File: src/rtl/cp0_if.sv
// rtl/cp0_if.sv - CP0 register file bus: MFC0/MTC0 access, exception/ERET commit, status outputs
interface cp0_if;
    logic [4:0]  rd_addr;
    logic [31:0] rd_data;
    logic        wr_en;
    logic [4:0]  wr_addr;
    logic [31:0] wr_data;
    logic        exc_valid;
    logic [4:0]  exc_code;
    logic [31:0] exc_pc;
    logic        exc_bd;
    logic        exc_badvaddr_we;
    logic [31:0] exc_badvaddr;
    logic        eret;
    logic [5:0]  hw_int;
    logic [31:0] epc_out;
    logic [31:0] status_out;
    logic [31:0] cause_out;
    logic        int_req;

    modport master (
        output rd_addr, wr_en, wr_addr, wr_data,
        output exc_valid, exc_code, exc_pc, exc_bd, exc_badvaddr_we, exc_badvaddr,
        output eret, hw_int,
        input  rd_data, epc_out, status_out, cause_out, int_req
    );

    modport slave (
        input  rd_addr, wr_en, wr_addr, wr_data,
        input  exc_valid, exc_code, exc_pc, exc_bd, exc_badvaddr_we, exc_badvaddr,
        input  eret, hw_int,
        output rd_data, epc_out, status_out, cause_out, int_req
    );
endinterface

File: src/rtl/cp0_regfile.sv
// rtl/cp0_regfile.sv - MIPS CP0 subset: BadVAddr, Count, Compare, Status, Cause, EPC
module cp0_regfile #(
    parameter int COUNT_DIV = 2
) (
    input  logic  clk,
    input  logic  rst_n,
    cp0_if.slave  bus
);
    localparam logic [4:0] A_BADVADDR = 5'd8;
    localparam logic [4:0] A_COUNT    = 5'd9;
    localparam logic [4:0] A_COMPARE  = 5'd11;
    localparam logic [4:0] A_STATUS   = 5'd12;
    localparam logic [4:0] A_CAUSE    = 5'd13;
    localparam logic [4:0] A_EPC      = 5'd14;

    logic [7:0]  im_q, im_d;
    logic        exl_q, exl_d;
    logic        ie_q, ie_d;
    logic        bd_q, bd_d;
    logic        ti_q, ti_d;
    logic [5:0]  ip_hw_q, ip_hw_d;
    logic [1:0]  ip_sw_q, ip_sw_d;
    logic [4:0]  exc_code_q, exc_code_d;
    logic [31:0] count_q, count_d;
    logic [31:0] compare_q, compare_d;
    logic [31:0] epc_q, epc_d;
    logic [31:0] badvaddr_q, badvaddr_d;
    logic        tick_q, tick_d;
    logic        int_req_q, int_req_d;

    logic [31:0] status_val;
    logic [31:0] cause_val;
    logic [7:0]  cause_ip;
    logic        wr_count;
    logic        wr_compare;

    // Timer interrupt shares IP7 with hw_int[5]
    assign cause_ip   = {ip_hw_q[5] | ti_q, ip_hw_q[4:0], ip_sw_q};
    assign status_val = {9'b0, 1'b1, 6'b0, im_q, 6'b0, exl_q, ie_q};
    assign cause_val  = {bd_q, ti_q, 14'b0, cause_ip, 1'b0, exc_code_q, 2'b0};

    assign wr_count   = bus.wr_en && (bus.wr_addr == A_COUNT);
    assign wr_compare = bus.wr_en && (bus.wr_addr == A_COMPARE);

    always_comb begin
        im_d       = im_q;
        exl_d      = exl_q;
        ie_d       = ie_q;
        bd_d       = bd_q;
        ip_sw_d    = ip_sw_q;
        exc_code_d = exc_code_q;
        compare_d  = compare_q;
        epc_d      = epc_q;
        badvaddr_d = badvaddr_q;
        count_d    = count_q;
        tick_d     = tick_q;
        ip_hw_d    = bus.hw_int;

        // Lowest priority first; later events override only the fields they own
        if (bus.wr_en) begin
            case (bus.wr_addr)
                A_COMPARE: compare_d = bus.wr_data;
                A_STATUS: begin
                    im_d  = bus.wr_data[15:8];
                    exl_d = bus.wr_data[1];
                    ie_d  = bus.wr_data[0];
                end
                A_CAUSE:  ip_sw_d = bus.wr_data[9:8];
                A_EPC:    epc_d   = bus.wr_data;
                default: ;
            endcase
        end

        if (bus.eret && !bus.exc_valid) begin
            exl_d = 1'b0;
        end

        if (bus.exc_valid) begin
            exl_d      = 1'b1;
            exc_code_d = bus.exc_code;
            if (!exl_q) begin
                epc_d = bus.exc_bd ? (bus.exc_pc - 32'd4) : bus.exc_pc;
                bd_d  = bus.exc_bd;
            end
            if (bus.exc_badvaddr_we) begin
                badvaddr_d = bus.exc_badvaddr;
            end
        end

        if (wr_count) begin
            count_d = bus.wr_data;
            tick_d  = 1'b0;
        end else if (COUNT_DIV == 1) begin
            count_d = count_q + 32'd1;
        end else begin
            tick_d = ~tick_q;
            if (tick_q) begin
                count_d = count_q + 32'd1;
            end
        end

        ti_d      = wr_compare ? 1'b0 : (ti_q | (count_q == compare_q));
        int_req_d = ie_q & ~exl_q & (|(cause_ip & im_q));
    end

    always_ff @(posedge clk or negedge rst_n) begin
        if (!rst_n) begin
            im_q       <= 8'h0;
            exl_q      <= 1'b0;
            ie_q       <= 1'b0;
            bd_q       <= 1'b0;
            ti_q       <= 1'b0;
            ip_hw_q    <= 6'h0;
            ip_sw_q    <= 2'h0;
            exc_code_q <= 5'h0;
            count_q    <= 32'h0;
            compare_q  <= 32'h0;
            epc_q      <= 32'h0;
            badvaddr_q <= 32'h0;
            tick_q     <= 1'b0;
            int_req_q  <= 1'b0;
        end else begin
            im_q       <= im_d;
            exl_q      <= exl_d;
            ie_q       <= ie_d;
            bd_q       <= bd_d;
            ti_q       <= ti_d;
            ip_hw_q    <= ip_hw_d;
            ip_sw_q    <= ip_sw_d;
            exc_code_q <= exc_code_d;
            count_q    <= count_d;
            compare_q  <= compare_d;
            epc_q      <= epc_d;
            badvaddr_q <= badvaddr_d;
            tick_q     <= tick_d;
            int_req_q  <= int_req_d;
        end
    end

    always_comb begin
        case (bus.rd_addr)
            A_BADVADDR: bus.rd_data = badvaddr_q;
            A_COUNT:    bus.rd_data = count_q;
            A_COMPARE:  bus.rd_data = compare_q;
            A_STATUS:   bus.rd_data = status_val;
            A_CAUSE:    bus.rd_data = cause_val;
            A_EPC:      bus.rd_data = epc_q;
            default:    bus.rd_data = 32'h0;
        endcase
    end

    assign bus.status_out = status_val;
    assign bus.cause_out  = cause_val;
    assign bus.epc_out    = epc_q;
    assign bus.int_req    = int_req_q;
endmodule

File: src/flat_wrapper.sv
// flat-port wrapper written by rule: the top's interface ports become plain ports
module cp0_regfile_flat 
#(
    parameter int COUNT_DIV = 2
)
  (clk, rst_n, bus_rd_addr, bus_wr_en, bus_wr_addr, bus_wr_data, bus_exc_valid, bus_exc_code, bus_exc_pc, bus_exc_bd, bus_exc_badvaddr_we, bus_exc_badvaddr, bus_eret, bus_hw_int, bus_rd_data, bus_epc_out, bus_status_out, bus_cause_out, bus_int_req);
  cp0_if bus_i ();
  input  logic clk;
  input  logic rst_n;
  input wire logic [$bits(bus_i.rd_addr)-1:0] bus_rd_addr;
  input wire logic [$bits(bus_i.wr_en)-1:0] bus_wr_en;
  input wire logic [$bits(bus_i.wr_addr)-1:0] bus_wr_addr;
  input wire logic [$bits(bus_i.wr_data)-1:0] bus_wr_data;
  input wire logic [$bits(bus_i.exc_valid)-1:0] bus_exc_valid;
  input wire logic [$bits(bus_i.exc_code)-1:0] bus_exc_code;
  input wire logic [$bits(bus_i.exc_pc)-1:0] bus_exc_pc;
  input wire logic [$bits(bus_i.exc_bd)-1:0] bus_exc_bd;
  input wire logic [$bits(bus_i.exc_badvaddr_we)-1:0] bus_exc_badvaddr_we;
  input wire logic [$bits(bus_i.exc_badvaddr)-1:0] bus_exc_badvaddr;
  input wire logic [$bits(bus_i.eret)-1:0] bus_eret;
  input wire logic [$bits(bus_i.hw_int)-1:0] bus_hw_int;
  output wire logic [$bits(bus_i.rd_data)-1:0] bus_rd_data;
  output wire logic [$bits(bus_i.epc_out)-1:0] bus_epc_out;
  output wire logic [$bits(bus_i.status_out)-1:0] bus_status_out;
  output wire logic [$bits(bus_i.cause_out)-1:0] bus_cause_out;
  output wire logic [$bits(bus_i.int_req)-1:0] bus_int_req;
  assign bus_i.rd_addr = bus_rd_addr;
  assign bus_i.wr_en = bus_wr_en;
  assign bus_i.wr_addr = bus_wr_addr;
  assign bus_i.wr_data = bus_wr_data;
  assign bus_i.exc_valid = bus_exc_valid;
  assign bus_i.exc_code = bus_exc_code;
  assign bus_i.exc_pc = bus_exc_pc;
  assign bus_i.exc_bd = bus_exc_bd;
  assign bus_i.exc_badvaddr_we = bus_exc_badvaddr_we;
  assign bus_i.exc_badvaddr = bus_exc_badvaddr;
  assign bus_i.eret = bus_eret;
  assign bus_i.hw_int = bus_hw_int;
  assign bus_rd_data = bus_i.rd_data;
  assign bus_epc_out = bus_i.epc_out;
  assign bus_status_out = bus_i.status_out;
  assign bus_cause_out = bus_i.cause_out;
  assign bus_int_req = bus_i.int_req;
  cp0_regfile #(.COUNT_DIV(COUNT_DIV)) u_core (.clk(clk), .rst_n(rst_n), .bus(bus_i));
endmodule
File: config.mk
export PLATFORM = sky130hd
export DESIGN_NAME = cp0_regfile_flat
export DESIGN_NICKNAME = d
export VERILOG_FILES = /design/src/rtl/cp0_if.sv /design/src/rtl/cp0_regfile.sv /design/src/flat_wrapper.sv
export SDC_FILE = /design/constraint.sdc
export NUM_CORES = 1
export LEC_CHECK = 0
export CAP_MARGIN = 20
export CORE_ASPECT_RATIO = 0.6
export CORE_MARGIN = 8
export CORE_UTILIZATION = 25
export CTS_CLUSTER_SIZE = 40
export DETAILED_ROUTE_END_ITERATION = 7
export HOLD_SLACK_MARGIN = 0.12
export PLACE_DENSITY = 0.52
export SLEW_MARGIN = 20
export SYNTH_ARGS = -nofsm -noshare
export SYNTH_HDL_FRONTEND = slang
export SYNTH_SLANG_ARGS = --single-unit
File: constraint.sdc
create_clock -name clk -period 3.73 [get_ports clk]
set_input_delay 0.373 -clock clk [delete_from_list [all_inputs] [get_ports clk]]
set_output_delay 0.373 -clock clk [all_outputs]
set_load 0.02 [all_outputs]
==> impl_metrics.ini <==
[run_status]
status = completed

[timing]
min_period_ps = 3100
setup_tns_ps = 0
tightest_slew_ps = 751
fin_crit_sh_pct = 83.1
fin_worst_hold_slack_ps = 361
clock_skew_ps = 14.2
max_freq_ghz = 0.323
slew_viol_final = 0
finalHoldViolCount = 0
grt_setup_unrepaired = no
slew_headroom_pct = 49.5
setup_viol = 0

[cells_and_area]
final_cells = 1536
regArea_mm2 = 0.00388
finalNetCount = 1181
area_growth_pct = 35.5
fillers = 3557
drive_gt1_share_pct = 14.0
multi_input_area_mm2 = 0.00447
finalInstanceArea_mm2 = 0.0119

[floorplan]
initial_utilization_pct = 25.3
rows = 53
ios = 253
die_w_um = 258
core_area_mm2 = 0.0348
die-area_mm2 = 0.0416
die_height_um = 161

[drt]
viasPerCell = 4.80
drt_pass1_iterations = 5
post_drt_wl_per_cell_um = 23.6
wirelength_um = 36300
drtIter0Drc = 593
drc_errors = 0
drt-met1-wl_um = 17500
antenna_left = 0
maxUsedRoutingLayer = met5
wl_met3_um = 1900
met2WireLength_um = 16400
vias = 7371

[placed_design]
gp_congestion = 0.801
port_buffers = 213
placedCellCount = 1502
place_area_mm2 = 0.0113
hpwl_um = 26900

[cts]
insertion_delay_ps = 450
cts_made_buffers = 17
cts_root_buffer = clkbuf_16
h-tree-depth = 4
cts_resized = 0
clockBufferDepth = 2
cts_sinks = 155
clkTransAtPathRegs_ps = 60
tritoncts = yes

[pwr]
ir_drop_uv = 332
p_leak_uw = 0.00454
power.total_uw = 5860
power.density_mw_per_mm2 = 492

[critical_path]
required_ps = 3360
crit_chain = clkdlybuf4s50_1 > or3b_2 > nor3_2 > buf_12 > a22oi_1 > nand2_1 > clkdlybuf4s50_1
cp.arrival_ps = 2730
timing.critical_path.slowest_cell_delay_ps = 620
cp-start-kind = primary input
r2r-start = u_core.count_q[13]$_DFFE_PN0N_
setup.worst_path.start = bus_rd_addr[3]
crit_type = in2out
cp_common_cell = clkdlybuf4s50_1
worst_setup_path_end_kind = primary output
worstPathMaxFanout = 32
slowest_stage = clkdlybuf4s50_1

[run]
maxCapViolations = 0

[worst_hold_path]
hold_start = bus_hw_int[4]
hold_class = in2reg

[grt]
grt_max_degree = 67
antenna_found_initial = 6
grt_pass1_wl_um = 53400
overflow = 0
track_usage_pct = 17.3
grt_pass1_vias = 7601

[synthesis]
synth_top_cell_area_share_pct = 44.1
synth_edf_count = 0
ys_types = 45
syn_avg_cell_area_um2 = 10.1
yosysMostFrequentCell = dfrtp_1
ys_ff_latch = 155
syn_area_mm2 = 0.00879
synth_common_cells = dfrtp_1 (155), mux2_2 (81), xnor2_1 (81)
yosysTopAreaCell = dfrtp_1
synthArstFlopShare_pct = 100
seq_area_frac_synth_pct = 44.1
synthCells = 872
synth_flop_cell = dfrtp_1
synth_area_leaders = dfrtp_1 (44%), mux2_2 (10%), xnor2_1 (8.1%), a22oi_1 (5.4%), buf_4 (4.1%)
ys_warn_count = 0
-- sequential cells by signal (all words and copies together), names as in the netlist, 2 cells and up --
name                flops
u_core.bus.epc_out     32
u_core.exc_code_q       5
u_core.ip_sw_q          2
u_core.compare_q       32
u_core.count_q         32
u_core.im_q             8
u_core.ip_hw_q          6
u_core.badvaddr_q      32
-- path summary, 6_finish.rpt --
kind,to,slack (ps),cells after the start
worst min register to register,u_core.badvaddr_q[20]$_DFFE_PN0P_,510,1
worst max-delay path,bus_rd_data[18],630,7
min in group asynchronous,u_core.exc_code_q[4]$_DFFE_PN0P_,500,2
max in group asynchronous,u_core.compare_q[10]$_DFFE_PN0P_,2250,3
worst max register to register,u_core.count_q[31]$_DFFE_PN0N_,1360,5
worst min-delay path,u_core.ip_hw_q[4]$_DFF_PN0_,360,1
-- layer usage --
layer | track usage, % | up-vias
li1 | - | 3431
met1 | 24.2 | 3729
met2 | 26.4 | 178
met3 | 4.32 | 27
met4 | 4.13 | 6
met5 | 0 | -
-- cell type report --
| class | count | area share (%) |
|---|---|---|
| clock buffers | 22 | 3.98 |
| repair buffers | 234 | 19.9 |
| multi-input cells | 640 | 37.5 |
| clock inverters | 9 | 0.955 |
| well taps | 467 | 4.90 |
| inverters | 7 | 0.220 |
| diodes | 2 | 0.0420 |
| flip-flops and latches | 155 | 32.5 |
-- critical path: cells and delay by family --
kind,cells,cell delay (ps)
buf+inv,3,1390
simple gates,3,820
compound gates,1,120
-- where the power goes --
| part | total, uW | internal (uW) | switching [uW] |
|---|---|---|---|
| Combinational | 1580 | 800 | 780 |
| Sequential | 2470 | 2020 | 460 |
| Clock | 1800 | 1040 | 766 |
| Total | 5860 | 3850 | 2010 |
-- per-stage QoR --
stage                     util [%]  setup WS (ps)
after floorplan                  -           1570
after global placement        32.5            651
after detailed placement      32.5            610
after CTS                     34.2            608
after global routing          34.2            543
final                         34.2            629
-- what timing repair did --
action,CTS,global route
buffers inserted,0,0
hold endpoints to repair,63,0
hold buffers,1,0
-- placed cells by master, fill, tap and decap left out, types with 14 or more instances in the layout --
master and count:
buf_4 14, nor4_1 19, a211oi_1 20, a21oi_1 56, nor2_1 50, xnor2_1 81
clkdlybuf4s50_1 212, nor2b_1 21, dfrtp_1 155, conb_1 39, a22oi_1 63, nand3_1 25
mux2_2 81, nor3_1 16, nand2_1 55, nand4_1 14, clkbuf_16 17
-- logic make-up after synthesis --
group                    after synthesis  share of synthesized area [%]
AO/OA/AOI/OAI                        164                           12.4
XOR/XNOR                              89                           8.86
adder cells (fa/ha/maj)                2                          0.284
buffers and inverters                114                           7.03
flip-flops                           155                           44.1
multiplexers                          94                           11.9
other                                  2                         0.0854
AND/OR/NAND/NOR                      252                           15.3
(Power assumes the default switching activity.)
